<file path="src/rtl/uart_rx_if.sv">
`default_nettype none
// ============================================================================
// Module      : uart_rx_if
// Description : Signal bundle between the UART receiver and the APB register
//               side. The "slave" modport is the receiver's view. The
//               "master" modport is the view of whatever drives tick/Rxd/Rx_rd.
//   tick      : 1-PCLK enable pulse, OVERSAMPLE per bit period
//   Rxd       : asynchronous serial input, idle high
//   Rx_rd     : 1-cycle read strobe, consumes the holding register
//   rx_data   : last accepted byte
//   rx_valid  : holding register full
//   RxD_done  : 1-cycle pulse when a frame completes
//   frame_err : stop bit of the byte in rx_data was 0
//   overrun   : sticky, a frame was dropped while the holding register was full
// Revision    : 1.0 - initial release
// ============================================================================
interface uart_rx_if #(
    parameter int DATA_BITS = 8
);
    logic                 tick;
    logic                 Rxd;
    logic                 Rx_rd;
    logic [DATA_BITS-1:0] rx_data;
    logic                 rx_valid;
    logic                 RxD_done;
    logic                 frame_err;
    logic                 overrun;

    modport slave (
        input  tick,
        input  Rxd,
        input  Rx_rd,
        output rx_data,
        output rx_valid,
        output RxD_done,
        output frame_err,
        output overrun
    );

    modport master (
        output tick,
        output Rxd,
        output Rx_rd,
        input  rx_data,
        input  rx_valid,
        input  RxD_done,
        input  frame_err,
        input  overrun
    );
endinterface
`default_nettype wire

</file>
<file path="src/rtl/uart_rx.sv">
`default_nettype none
// ============================================================================
// Module      : uart_rx
// Description : 8N1 UART receiver with 16x oversampling enable (tick). LSB-first
//               deserialisation into a one-entry holding register, with
//               framing-error and sticky overrun reporting.
// Ports       : PCLK    - clock, all logic on the rising edge
//               PRESETn - synchronous active-low reset
//               bus     - uart_rx_if.slave (tick, Rxd, Rx_rd in;
//                         rx_data, rx_valid, RxD_done, frame_err, overrun out)
// Revision    : 1.0 - initial release
// ============================================================================
module uart_rx #(
    parameter int DATA_BITS  = 8,
    parameter int OVERSAMPLE = 16
) (
    input  logic     PCLK,
    input  logic     PRESETn,
    uart_rx_if.slave bus
);

    localparam int CNT_W  = $clog2(OVERSAMPLE);
    localparam int BCNT_W = $clog2(DATA_BITS) + 1;

    localparam logic [CNT_W-1:0]  CNT_MID   = CNT_W'(OVERSAMPLE / 2 - 1);
    localparam logic [CNT_W-1:0]  CNT_END   = CNT_W'(OVERSAMPLE - 1);
    localparam logic [BCNT_W-1:0] BCNT_LAST = BCNT_W'(DATA_BITS - 1);

    typedef enum logic [2:0] {
        S_IDLE  = 3'd0,
        S_START = 3'd1,
        S_DATA  = 3'd2,
        S_STOP  = 3'd3,
        S_BRK   = 3'd4
    } state_t;

    state_t               state, state_nxt;
    logic [CNT_W-1:0]     cnt, cnt_nxt;
    logic [BCNT_W-1:0]    bcnt, bcnt_nxt;
    logic [DATA_BITS-1:0] sh, sh_nxt;
    logic                 stop_sample;

    logic                 rxd_meta;
    logic                 rxd_s;

    logic [DATA_BITS-1:0] data_reg;
    logic                 valid_reg;
    logic                 done_reg;
    logic                 ferr_reg;
    logic                 ovr_reg;
    logic                 do_load;

    // Two-flop synchroniser; resets to the idle (high) line level so that a
    // reset never looks like a start bit.
    always_ff @(posedge PCLK) begin
        if (!PRESETn) begin
            rxd_meta <= 1'b1;
            rxd_s    <= 1'b1;
        end else begin
            rxd_meta <= bus.Rxd;
            rxd_s    <= rxd_meta;
        end
    end

    // Receive FSM state and datapath registers
    always_ff @(posedge PCLK) begin
        if (!PRESETn) begin
            state <= S_IDLE;
            cnt   <= '0;
            bcnt  <= '0;
            sh    <= '0;
        end else begin
            state <= state_nxt;
            cnt   <= cnt_nxt;
            bcnt  <= bcnt_nxt;
            sh    <= sh_nxt;
        end
    end

    // Everything advances only on tick cycles; without tick the FSM freezes.
    always_comb begin
        state_nxt   = state;
        cnt_nxt     = cnt;
        bcnt_nxt    = bcnt;
        sh_nxt      = sh;
        stop_sample = 1'b0;
        if (bus.tick) begin
            case (state)
                S_IDLE: begin
                    if (!rxd_s) begin
                        cnt_nxt   = '0;
                        state_nxt = S_START;
                    end
                end
                S_START: begin
                    cnt_nxt = cnt + 1'b1;
                    if (cnt == CNT_MID) begin
                        // Line back high at mid start bit: treat as a glitch.
                        if (!rxd_s) begin
                            cnt_nxt   = '0;
                            bcnt_nxt  = '0;
                            state_nxt = S_DATA;
                        end else begin
                            state_nxt = S_IDLE;
                        end
                    end
                end
                S_DATA: begin
                    cnt_nxt = cnt + 1'b1;
                    if (cnt == CNT_END) begin
                        sh_nxt   = {rxd_s, sh[DATA_BITS-1:1]};
                        cnt_nxt  = '0;
                        bcnt_nxt = bcnt + 1'b1;
                        if (bcnt == BCNT_LAST) begin
                            state_nxt = S_STOP;
                        end
                    end
                end
                S_STOP: begin
                    cnt_nxt = cnt + 1'b1;
                    if (cnt == CNT_END) begin
                        stop_sample = 1'b1;
                        cnt_nxt     = '0;
                        // A low stop bit may be a break; wait for the line to
                        // return high before hunting for the next start bit.
                        state_nxt   = rxd_s ? S_IDLE : S_BRK;
                    end
                end
                S_BRK: begin
                    if (rxd_s) begin
                        state_nxt = S_IDLE;
                    end
                end
                default: begin
                    state_nxt = S_IDLE;
                end
            endcase
        end
    end

    // A read in the same cycle as the stop sample frees the holding register
    // just in time, so the new frame is accepted instead of overrunning.
    assign do_load = stop_sample && (!valid_reg || bus.Rx_rd);

    always_ff @(posedge PCLK) begin
        if (!PRESETn) begin
            data_reg  <= '0;
            valid_reg <= 1'b0;
            done_reg  <= 1'b0;
            ferr_reg  <= 1'b0;
            ovr_reg   <= 1'b0;
        end else begin
            done_reg <= stop_sample;
            if (do_load) begin
                data_reg  <= sh;
                ferr_reg  <= ~rxd_s;
                valid_reg <= 1'b1;
                if (bus.Rx_rd) begin
                    ovr_reg <= 1'b0;
                end
            end else begin
                // Dropping a frame implies Rx_rd is low, so these never collide.
                if (stop_sample) begin
                    ovr_reg <= 1'b1;
                end
                if (bus.Rx_rd) begin
                    valid_reg <= 1'b0;
                    ovr_reg   <= 1'b0;
                end
            end
        end
    end

    assign bus.rx_data   = data_reg;
    assign bus.rx_valid  = valid_reg;
    assign bus.RxD_done  = done_reg;
    assign bus.frame_err = ferr_reg;
    assign bus.overrun   = ovr_reg;

endmodule
`default_nettype wire
</file>
<file path="src/flat_wrapper.sv">
// flat-port wrapper written by rule: the top's interface ports become plain ports
module uart_rx_flat 
#(
    parameter int DATA_BITS  = 8,
    parameter int OVERSAMPLE = 16
)
  (PCLK, PRESETn, bus_tick, bus_Rxd, bus_Rx_rd, bus_rx_data, bus_rx_valid, bus_RxD_done, bus_frame_err, bus_overrun);
  uart_rx_if #(.DATA_BITS(DATA_BITS)) bus_i ();
  input  logic PCLK;
  input  logic PRESETn;
  input wire logic [$bits(bus_i.tick)-1:0] bus_tick;
  input wire logic [$bits(bus_i.Rxd)-1:0] bus_Rxd;
  input wire logic [$bits(bus_i.Rx_rd)-1:0] bus_Rx_rd;
  output wire logic [$bits(bus_i.rx_data)-1:0] bus_rx_data;
  output wire logic [$bits(bus_i.rx_valid)-1:0] bus_rx_valid;
  output wire logic [$bits(bus_i.RxD_done)-1:0] bus_RxD_done;
  output wire logic [$bits(bus_i.frame_err)-1:0] bus_frame_err;
  output wire logic [$bits(bus_i.overrun)-1:0] bus_overrun;
  assign bus_i.tick = bus_tick;
  assign bus_i.Rxd = bus_Rxd;
  assign bus_i.Rx_rd = bus_Rx_rd;
  assign bus_rx_data = bus_i.rx_data;
  assign bus_rx_valid = bus_i.rx_valid;
  assign bus_RxD_done = bus_i.RxD_done;
  assign bus_frame_err = bus_i.frame_err;
  assign bus_overrun = bus_i.overrun;
  uart_rx #(.DATA_BITS(DATA_BITS), .OVERSAMPLE(OVERSAMPLE)) u_core (.PCLK(PCLK), .PRESETn(PRESETn), .bus(bus_i));
endmodule
</file>
<file path="config.mk">
export PLATFORM = sky130hd
export DESIGN_NAME = uart_rx_flat
export DESIGN_NICKNAME = d
export VERILOG_FILES = /design/src/rtl/uart_rx_if.sv /design/src/rtl/uart_rx.sv /design/src/flat_wrapper.sv
export SDC_FILE = /design/constraint.sdc
export NUM_CORES = 1
export LEC_CHECK = 0
export BUFFER_PORTS_ARGS = -buffer_cell sky130_fd_sc_hd__clkbuf_2
export CAP_MARGIN = 5
export CORE_ASPECT_RATIO = 0.9
export CORE_UTILIZATION = 55
export CTS_CLUSTER_SIZE = 25
export DETAILED_ROUTE_END_ITERATION = 8
export HOLD_SLACK_MARGIN = 0.03
export PLACE_DENSITY_LB_ADDON = 0.3
export SLEW_MARGIN = 20
export SYNTH_ARGS = -nofsm -noshare
export SYNTH_HDL_FRONTEND = slang
export SYNTH_SLANG_ARGS = --single-unit
</file>
<file path="constraint.sdc">
create_clock -name PCLK -period 2.38 [get_ports PCLK]
set_input_delay 0 -clock PCLK [delete_from_list [all_inputs] [get_ports PCLK]]
set_output_delay 0 -clock PCLK [all_outputs]
set_load 0.05 [all_outputs]
</file>
==> results of run 1 <==
## state kept, by name, indices dropped and copies added, names as in the netlist
signal	count
u_core.cnt	4
u_core.bus.overrun	1
u_core.bus.rx_valid	1
u_core.rxd_s	1
u_core.bus.RxD_done	1
u_core.rxd_meta	1
u_core.bcnt	4
u_core.sh	8
u_core.bus.frame_err	1
u_core.bus.rx_data	8
u_core.state	3
## area by class of cell
class | count | share of cell area, %
clock buffers | 7 | 3.32
clock inverters | 1 | 1.81
inverters | 5 | 1.13
multi-input cells | 107 | 43.0
flip-flops and latches | 33 | 39.8
well taps | 28 | 2.11
repair buffers | 23 | 8.75
## kinds of logic (layout without fill, tap and decap cells)
logic type,after synthesis,after routing,share of synthesized area (%)
mux,20,20,13.8
xor+xnor,2,2,1.21
simple gates,63,63,23.2
buf+inv,14,36,5.10
compound gates,20,20,9.25
fa+ha+maj,2,2,1.73
flops,33,33,45.6
## repair_timing
action	CTS	global route
buffers inserted	0	0
endpoints found under the hold margin	9	0
hold buffers	5	0
endpoints found under the setup margin	0	0
## worst max path at each step
| stage | to | slack, ns | cells past startpoint |
|---|---|---|---|
| 2_1_floorplan | u_core.bus.frame_err | 0.65 | 6 |
| 3_3_place_gp | u_core.bus.frame_err | 0.60 | 5 |
| 3_5_place_dp | u_core.sh[1] | 0.55 | 6 |
| 4_1_cts | u_core.bus.frame_err | 0.53 | 5 |
| 5_1_grt | u_core.bus.frame_err | 0.39 | 5 |
| 6_report | u_core.sh[1] | 0.51 | 6 |
## power breakdown
group / switching (uW) / total, uW / internal (uW)
combinational: 20.4 / 38.3 / 17.9
sequential: 5.54 / 561 / 555
clock: 182 / 432 / 251
## routing by layer
layer  vias to the layer above  wire length [um]  global-route usage, %
met3                         7                95                   7.73
met5                         -                 0                      0
li1                        576                 -                      -
met4                         0                51                   11.0
met2                        23              1280                   37.7
met1                       528              1220                   23.2
## synthesized netlist by cell type (2+ instances only)
master / number / share of area, %
sky130_fd_sc_hd__dfxtp_1: 33 / 46
sky130_fd_sc_hd__nor2_1: 23 / 6.0
sky130_fd_sc_hd__mux2i_1: 20 / 14
sky130_fd_sc_hd__nand2_1: 12 / 3.1
sky130_fd_sc_hd__a21oi_1: 7 / 2.4
sky130_fd_sc_hd__nand3_1: 6 / 2.1
sky130_fd_sc_hd__buf_2: 4 / 1.4
sky130_fd_sc_hd__inv_1: 4 / 1.0
sky130_fd_sc_hd__nand2b_1: 4 / 1.7
sky130_fd_sc_hd__a21o_1: 3 / 1.6
sky130_fd_sc_hd__nor3b_1: 3 / 1.6
sky130_fd_sc_hd__a22oi_1: 2 / 1.0
sky130_fd_sc_hd__a31oi_1: 2 / 0.86
sky130_fd_sc_hd__and2_1: 2 / 0.86
sky130_fd_sc_hd__buf_6: 2 / 1.6
sky130_fd_sc_hd__clkbuf_1: 2 / 0.52
sky130_fd_sc_hd__ha_1: 2 / 1.7
sky130_fd_sc_hd__nand3b_1: 2 / 1.0
sky130_fd_sc_hd__nor2b_1: 2 / 0.86
sky130_fd_sc_hd__or4_1: 2 / 1.0
## critical path, stage by stage (launching register included)
cell and delay (ns):
sky130_fd_sc_hd__dfxtp_1 0.39, sky130_fd_sc_hd__ha_1 0.27, sky130_fd_sc_hd__nand4b_4 0.14, sky130_fd_sc_hd__or4_1 0.51
sky130_fd_sc_hd__buf_4 0.23, sky130_fd_sc_hd__mux2i_1 0.16, sky130_fd_sc_hd__nor2_1 0.05
## cell usage in the layout (no fill, tap or decap), types with 2 or more instances in the layout
master                          netlist  final
sky130_fd_sc_hd__buf_4                0      2
sky130_fd_sc_hd__inv_1                4      4
sky130_fd_sc_hd__dlygate4sd3_1        0      5
sky130_fd_sc_hd__a21o_1               3      3
sky130_fd_sc_hd__nor2_1              23     23
sky130_fd_sc_hd__clkbuf_4             0      5
sky130_fd_sc_hd__nand2_1             12     12
sky130_fd_sc_hd__clkbuf_2             1     16
sky130_fd_sc_hd__nand3b_1             2      2
sky130_fd_sc_hd__nor2b_1              2      2
sky130_fd_sc_hd__dfxtp_1             33     33
sky130_fd_sc_hd__and2_1               2      2
sky130_fd_sc_hd__a21oi_1              7      7
sky130_fd_sc_hd__nand3_1              6      6
sky130_fd_sc_hd__a31oi_1              2      2
sky130_fd_sc_hd__nand2b_1             4      4
sky130_fd_sc_hd__ha_1                 2      2
sky130_fd_sc_hd__a22oi_1              2      2
sky130_fd_sc_hd__nor3b_1              3      3
sky130_fd_sc_hd__or4_1                2      2
sky130_fd_sc_hd__mux2i_1             20     20
## through the flow
| step | cell area (um^2) | util (%) | cells | worst slack, ns |
|---|---|---|---|---|
| global route | 1660 | 67.2 | 204 | 0.393 |
| CTS | 1660 | 67.2 | 204 | 0.526 |
| finish | 1660 | 67.2 | 204 | 0.512 |
| floorplan | 1450 | - | 154 | 0.650 |
| global placement | 1520 | 61.7 | 191 | 0.603 |
| detailed placement | 1520 | 61.7 | 191 | 0.551 |
==> flow_summary.yaml, run 1 <==
status:
  status: "completed"
timing:
  finalClockSkew_ns: 0.00523
  setup_viol: 0
  setup-tns-final_ns: 0
  final_period_minus_worst_setup_slack_ns: 1.87
  rsz_0062_raised_after_global_routing: "false"
  fmax_mhz: 535
  drv_slew: 0
  worstMarginPinSlew_ns: 0.515
  hold_vio_cnt_final: 0
  finalCritPeriodShare_pct: 78.5
  max-slew-margin-rel_pct: 65.4
  hold_slack_ns: 0.382
cells_and_area:
  multi_input_comb_area_um2: 713
  nNetsFinal: 182
  fill_cells: 226
  insertedDiodeCount: 0
  ff_latch_area_um2: 661
  layout-drive-gt1-share_pct: 16.5
  syn2layout_area_growth_pct: 14.5
drt:
  drc: 0
  drt_pre_antenna_iters: 4
  wirelength_routed_mm: 2.65
  wire_per_inst_um: 13.0
  via_count: 1134
  detail_route.vias_per_cell: 5.56
  postRouteAntennaNets: 0
  iteration_0_drc_markers: 17
clocking:
  numCtsBuffers: 5
  clkSlewWorstSetupHoldPaths_ns: 0.09
  cts.sinks: 33
  cts_tree: "built"
  buffer_type_at_the_clock_tree_root: "sky130_fd_sc_hd__clkbuf_4"
  cts.repair.resized: 0
  cts.htree.levels: 2
  clkLatencyLatePin_ns: 0.34
  clk_path_buf_depth: 2
setup_path:
  critical_path.startpoint: "u_core.cnt[0]"
  critical_path_at_ns: 2.09
  criticalPathCategory: "register to register"
  crit_reg_reg_startpoint: "u_core.cnt[0]"
  end_kind: "register"
  ff2ff_path_depth: 6
  cp-start-kind: "register"
  r2r_end: "u_core.sh[1]"
  critical_path_peak_fanout: 8
  critical_path_required_ns: 2.60
  r2r_setup_slack_ns: 0.51
logic_synthesis:
  yosys.cell_types.count: 37
  netlist_area_um2: 1450
  yosysSeqAreaShare_pct: 45.6
  commonest_register_cell_after_synthesis: "sky130_fd_sc_hd__dfxtp_1"
  syn_avg_cell_area_um2: 9.40
  synth_enable_flop_cells: 0
  async_sr_flop_fraction_pct: 0
  postSynthRegisterBits: 33
  synthesis.yosys.warnings: 0
  syn_nets: 161
  synthCells: 154
floorplanning:
  site_rows: 17
  pin_count: 17
  core_um2: 2470
  die_height_um: 50.7
  die_area_um2: 2840
  initial_utilization_pct: 58.7
  fp.dieW_um: 56.1
global_routing:
  grt_first_pass_wirelength_mm: 4.56
  number_of_global_route_vias_before_repair: 1089
  grt_usage_pct: 21.6
  globalRouteOverflowTotal: 0
  grt_max_degree: 16
  antenna_found_initial: 0
place:
  detailedPlacementHpwl_mm: 1.85
  port-buffer-count: 16
  place.gp.congestion: 0.863
worst_hold_path:
  worstHoldEndpoint: "u_core.bus.overrun"
  hold_path_startpoint: "bus_Rx_rd"
  hold_path.class: "input port to register"
  cell_depth_of_the_worst_hold_path: 3
flow_run:
  max_cap_viol_count: 0
power_and_ir_drop:
  power.density_nw_per_um2: 622
  post-layout-total-power_uw: 1030
  irDropWorstVdd_mv: 0.613
  p_leak_uw: 0.000771
No activity file was read; power rests on OpenSTA's default activity.
==> run 2, diff against run 1 <==
CORE_UTILIZATION = 50   (was 55)
clock period = 1.63 ns   (was 2.38 ns; I/O delays follow)
==> run 2 against run 1 <==
  * Core utilization down 0.62 points
  * Critical path depth unchanged
  * Power up 48%
  * Global-route usage up 1.3 points
  * Final cell count up 13%
  * Largest cell class unchanged
==> flow_summary.yaml, run 2 (synthesized netlist as in run 1, its figures left out) <==
cells_and_area:
  insertedDiodeCount: 0
  layout.cells.most_common_list: "sky130_fd_sc_hd__dfxtp_1 (29), sky130_fd_sc_hd__nor2_1 (22), sky130_fd_sc_hd__mux2i_1 (20)"
  final_common_cell: "sky130_fd_sc_hd__dfxtp_1"
  nNetsFinal: 197
  syn2layout_area_growth_pct: 26.4
  layout-drive-gt1-share_pct: 28.8
timing:
  max-slew-margin-rel_pct: 62.7
  finalCritPeriodShare_pct: 98.3
  rsz_0062_raised_after_global_routing: "true"
  final_period_minus_worst_setup_slack_ns: 1.60
  worstMarginPinSlew_ns: 0.555
  finalClockSkew_ns: 0.0103
  hold_vio_cnt_final: 0
  fmax_mhz: 624
  setup-tns-final_ns: 0
  setup_viol: 0
  hold_slack_ns: 0.0482
  drv_slew: 0
setup_path:
  crit_reg_reg_startpoint: "u_core.cnt[1]"
  r2r_setup_slack_ns: 0.03
  criticalPathCategory: "register to register"
  critical_path.startpoint: "u_core.cnt[1]"
  cp-start-kind: "register"
  ff2ff_path_depth: 6
  critical_path_peak_fanout: 5
  critical_path.cell_chain: "ha_4, nand4b_4, or4_4, buf_4, mux2i_1, and2_1"
  worst_path_max_delay_cell: "sky130_fd_sc_hd__or4_4"
  r2r_end: "u_core.bcnt[0]"
  worst_setup_path_endpoint: "u_core.bcnt[0]"
  critical_path_at_ns: 1.90
  critical_path_required_ns: 1.93
  critical-path-max-stage-delay_ns: 0.46
  end_kind: "register"
power_and_ir_drop:
  power.density_nw_per_um2: 836
  netSwitchingFraction_pct: 23.6
  share_comb_of_total_power_pct: 4.6
  p_leak_uw: 0.000847
  irDropWorstVdd_mv: 0.841
  share_seq_of_total_power_pct: 53.4
  clock_power_share_pct: 41.9
  internal_power_uw: 1170
  switching_power_uw: 361
clocking:
  buffer_type_at_the_clock_tree_root: "sky130_fd_sc_hd__clkbuf_4"
  cts.sinks: 33
  cts_tree: "built"
  clkSlewWorstSetupHoldPaths_ns: 0.12
  clk_path_buf_depth: 2
  numCtsBuffers: 5
  clkLatencyLatePin_ns: 0.35
  cts.htree.levels: 2
floorplanning:
  core_um2: 2750
  die_area_um2: 3110
  site_rows: 18
  die_height_um: 53.0
  pin_count: 17
  initial_utilization_pct: 52.7
  fp.dieW_um: 58.7
drt:
  drc: 0
  iteration_0_drc_markers: 24
  wirelength_routed_mm: 3.30
  drt_pre_antenna_iters: 4
  detail_route.vias_per_cell: 5.47
  via_count: 1264
  wire_per_inst_um: 14.3
  postRouteAntennaNets: 0
global_routing:
  grt_first_pass_wirelength_mm: 5.15
  globalRouteOverflowTotal: 0
  grt_usage_pct: 22.9
  grt_max_degree: 24
  antenna_found_initial: 0
  number_of_global_route_vias_before_repair: 1148
status:
  status: "completed"
place:
  port-buffer-count: 16
  detailedPlacementHpwl_mm: 2.15
  place.gp.congestion: 0.785
flow_run:
  max_cap_viol_count: 0
worst_hold_path:
  hold_path.class: "input port to register"
-- run 2: what timing repair did --
action | in CTS | in global routing
endpoints found under the setup margin | 13 | 15
hold endpoints to repair | 5 | 0
resized for setup | 5 | 5
pin swaps | 1 | 6
hold buffers | 4 | 0
gates cloned | 1 | 0
buffers inserted | 1 | 1
-- run 2: cell type report --
cell class,count,area [um^2]
Clock buffer,5,37.5
Tap cell,40,50.0
Multi-Input combinational cell,108,756
Fill cell,220,918
Timing Repair Buffer,37,255
Sequential cell,33,666
Inverter,5,18.8
Clock inverter,3,46.3
-- run 2: per-stage QoR --
stage / util, % / std cells / total power (uW) / setup WS (ns) / area [um^2]
finish: 66.6 / 231 / 1530 / 0.0278 / 1830
global route: 66.6 / 231 / 1580 / -0.0209 / 1830
CTS: 65.7 / 230 / 1530 / -0.0166 / 1810
detailed placement: 59.8 / 216 / 892 / -0.0497 / 1640
global placement: 59.8 / 216 / 890 / 0.00838 / 1640
floorplan: - / 154 / 871 / 0.0192 / 1460
-- run 2: power by group through the flow --
stage               Clock (uW)  Combinational (uW)  Sequential [uW]
floorplan                    0                37.7              833
finish                     641                70.4              817
global placement             0                55.2              835
CTS                        648                67.8              817
detailed placement           0                57.2              835
global route               684                76.6              818
-- run 2: critical path, delay by kind of cell, from the launching register on --
| kind | cells | cell delay, ns |
|---|---|---|
| adder cells (fa/ha/maj) | 1 | 0.16 |
| buffers and inverters | 1 | 0.16 |
| flip-flops | 1 | 0.38 |
| multiplexers | 1 | 0.13 |
| AND/OR/NAND/NOR | 3 | 0.73 |
-- run 2: routing by layer --
metal  vias to the layer above  global-route usage [%]  wire length [um]
met5                         -                       0                 0
met4                         0                    9.13                37
met3                         4                    6.85               185
met2                        41                    37.3              1590
met1                       610                    28.2              1490
li1                        609                       -                 -
-- run 2: worst min path at each step --
stage | start | endpoint | slack, ns | cells past startpoint
3_5_place_dp | bus_Rx_rd | u_core.bus.overrun | 0.18 | 2
5_1_grt | bus_tick | u_core.bus.RxD_done | 0.04 | 3
2_1_floorplan | bus_Rx_rd | u_core.bus.overrun | 0.07 | 1
3_3_place_gp | bus_Rx_rd | u_core.bus.overrun | 0.18 | 2
6_report | bus_tick | u_core.bus.RxD_done | 0.05 | 3
4_1_cts | bus_tick | u_core.bus.RxD_done | 0.04 | 3
==> run 3, diff against run 2 <==
REMOVE_ABC_BUFFERS = 1   (was not set)
==> run 3 against run 2 <==
  * Register-to-register slack is essentially flat
  * Count of clock-buffer cells in the layout stayed put
  * Global-route usage is essentially flat
  * Final cell count decreased by 0.87%
  * Clock skew decreased by 0.0049 ns
  * Combinational power shrank 1%
  * Setup slack got worse by 0.0072 ns
  * Via count is 3.0% lower
  * Clock power decreased by 3.9%
  * Sequential power about the same
  * Non-clock buffer count fell by 1
  * Critical endpoint is now u_core.sh[4]
==> flow_summary.yaml, run 3 (synthesized netlist as in run 1, its figures left out) <==
status:
  status: "completed"
global_routing:
  grt_max_degree: 22
  number_of_global_route_vias_before_repair: 1147
  grt_usage_pct: 22.9
  globalRouteOverflowTotal: 0
  grt_first_pass_wirelength_mm: 5.19
  antenna_found_initial: 0
timing:
  max-slew-margin-rel_pct: 76.0
  finalCritPeriodShare_pct: 98.7
  setup_slack_ns: 0.0207
  hold_slack_ns: 0.0905
  finalClockSkew_ns: 0.00536
  hold_vio_cnt_final: 0
  rsz_0062_raised_after_global_routing: "true"
  worstMarginPinSlew_ns: 0.357
  setup-tns-final_ns: 0
  fmax_mhz: 621
  final_period_minus_worst_setup_slack_ns: 1.61
  drv_slew: 0
  setup_viol: 0
clocking:
  cts_tree: "built"
  clkSlewWorstSetupHoldPaths_ns: 0.11
  buffer_type_at_the_clock_tree_root: "sky130_fd_sc_hd__clkbuf_4"
  clk_path_buf_depth: 2
  numCtsBuffers: 5
  cts.sinks: 33
  cts.htree.levels: 2
  clkLatencyLatePin_ns: 0.33
floorplanning:
  initial_utilization_pct: 52.7
  die_area_um2: 3110
  pin_count: 17
  site_rows: 18
  fp.dieW_um: 58.7
  core_um2: 2750
  die_height_um: 53.0
place:
  port-buffer-count: 16
  dpl_worst_slack_ns: -0.120
  detailedPlacementHpwl_mm: 2.17
  place.gp.congestion: 0.777
cells_and_area:
  ff_latch_area_um2: 664
  multi_input_comb_area_um2: 763
  syn2layout_area_growth_pct: 27.8
  nNetsFinal: 195
  layout-drive-gt1-share_pct: 29.1
  layout.cells.most_common_list: "sky130_fd_sc_hd__dfxtp_1 (30), sky130_fd_sc_hd__nor2_1 (21), sky130_fd_sc_hd__mux2i_1 (19)"
  final_common_cell: "sky130_fd_sc_hd__dfxtp_1"
  insertedDiodeCount: 0
  fill_cells: 232
power_and_ir_drop:
  p_leak_uw: 0.000849
  power.density_nw_per_um2: 811
  irDropWorstVdd_mv: 0.805
drt:
  iteration_0_drc_markers: 33
  wire_per_inst_um: 14.1
  drt_pre_antenna_iters: 4
  wirelength_routed_mm: 3.22
  drc: 0
  postRouteAntennaNets: 0
  via_count: 1226
  detail_route.vias_per_cell: 5.35
setup_path:
  critical_path.n_buffers_inverters: 1
  critPathTopFamily: "simple AND/OR/NAND/NOR gates"
  cp-start-kind: "register"
  ff2ff_path_depth: 6
  r2r_end: "u_core.sh[4]"
  critical-path-max-stage-delay_ns: 0.48
  worst_path_max_delay_cell: "sky130_fd_sc_hd__or4_4"
  criticalPathCategory: "register to register"
  r2r_setup_slack_ns: 0.02
  critical_path_peak_fanout: 5
  crit_reg_reg_startpoint: "u_core.cnt[1]"
  critical_path_at_ns: 1.84
  worstSetupPathDepth: 6
  critical_path_required_ns: 1.86
  critical_path.cell_chain: "ha_4, nand4b_4, or4_4, clkbuf_16, mux2i_1, nor2_1"
  end_kind: "register"
worst_hold_path:
  cell_depth_of_the_worst_hold_path: 4
  hold_path.class: "input port to register"
  hold_path_startpoint: "bus_tick"
  worstHoldEndpoint: "u_core.state[1]"
flow_run:
  max_cap_viol_count: 0
run 3: cell count changes in the layout (fill, tap and decap cells not counted):
| cell | change |
|---|---|
| sky130_fd_sc_hd__buf_4 | -2 |
| sky130_fd_sc_hd__a21oi_2 | +1 |
| sky130_fd_sc_hd__buf_8 | -1 |
| sky130_fd_sc_hd__nor2_1 | -1 |
| sky130_fd_sc_hd__buf_12 | +1 |
| sky130_fd_sc_hd__or4_4 | -1 |
| sky130_fd_sc_hd__mux2i_1 | -1 |
| sky130_fd_sc_hd__dfxtp_2 | -1 |
| sky130_fd_sc_hd__clkbuf_16 | +1 |
| sky130_fd_sc_hd__nor2_2 | +1 |
| sky130_fd_sc_hd__mux2i_4 | +1 |
| sky130_fd_sc_hd__a21oi_1 | -1 |
| sky130_fd_sc_hd__dfxtp_1 | +1 |
run 3: layer usage:
metal | up-vias | GRT usage, % | part of all wire [%]
li1 | 606 | - | -
met1 | 595 | 26.5 | 45
met2 | 19 | 40.0 | 51
met3 | 6 | 5.62 | 2.9
met4 | 0 | 10.3 | 1.3
met5 | - | 0 | 0
run 3: report_power, final:
group	switching (uW)	internal (uW)
Sequential	4.04	811
Combinational	38.8	30.6
Clock	291	325
run 3: per-stage QoR:
step / area, um^2 / total power (uW) / utilization (%) / instances
finish: 1850 / 1500 / 67.3 / 229
global route: 1850 / 1540 / 67.3 / 229
CTS: 1800 / 1510 / 65.4 / 227
detailed placement: 1640 / 891 / 59.7 / 215
global placement: 1640 / 888 / 59.7 / 215
floorplan: 1390 / 864 / - / 145
run 3: worst max-delay path by stage:
stage / from / end / slack (ns)
floorplan: u_core.cnt[0] / u_core.bcnt[3] / -0.25
global placement: u_core.cnt[0] / u_core.bus.frame_err / -0.06
detailed placement: u_core.cnt[0] / u_core.bus.frame_err / -0.12
CTS: u_core.cnt[1] / u_core.bcnt[2] / 0.03
global route: u_core.cnt[1] / u_core.sh[3] / -0.04
finish: u_core.cnt[1] / u_core.sh[4] / 0.02
run 3: final cells by class:
type | count | share of cell area (%)
Clock buffer | 5 | 2.03
Clock inverter | 3 | 2.50
Inverter | 5 | 1.01
Multi-Input combinational cell | 107 | 41.2
Sequential cell | 33 | 35.9
Tap cell | 40 | 2.70
Timing Repair Buffer | 36 | 14.6
run 3: tightest hold or removal path: stages:
cell and delay [ns]:
sky130_fd_sc_hd__clkbuf_2 0.12, sky130_fd_sc_hd__inv_1 0.07, sky130_fd_sc_hd__o21ai_0 0.08, sky130_fd_sc_hd__a21oi_1 0.12
run 3: repair_timing:
| action | in CTS | in global routing |
|---|---|---|
| gates cloned | 0 | 1 |
| endpoints found under the setup margin | 23 | 8 |
| buffers inserted | 0 | 1 |
| gates resized for setup | 9 | 5 |
| pin swaps | 2 | 5 |
| endpoints found under the hold margin | 7 | 0 |
| hold buffers | 4 | 0 |
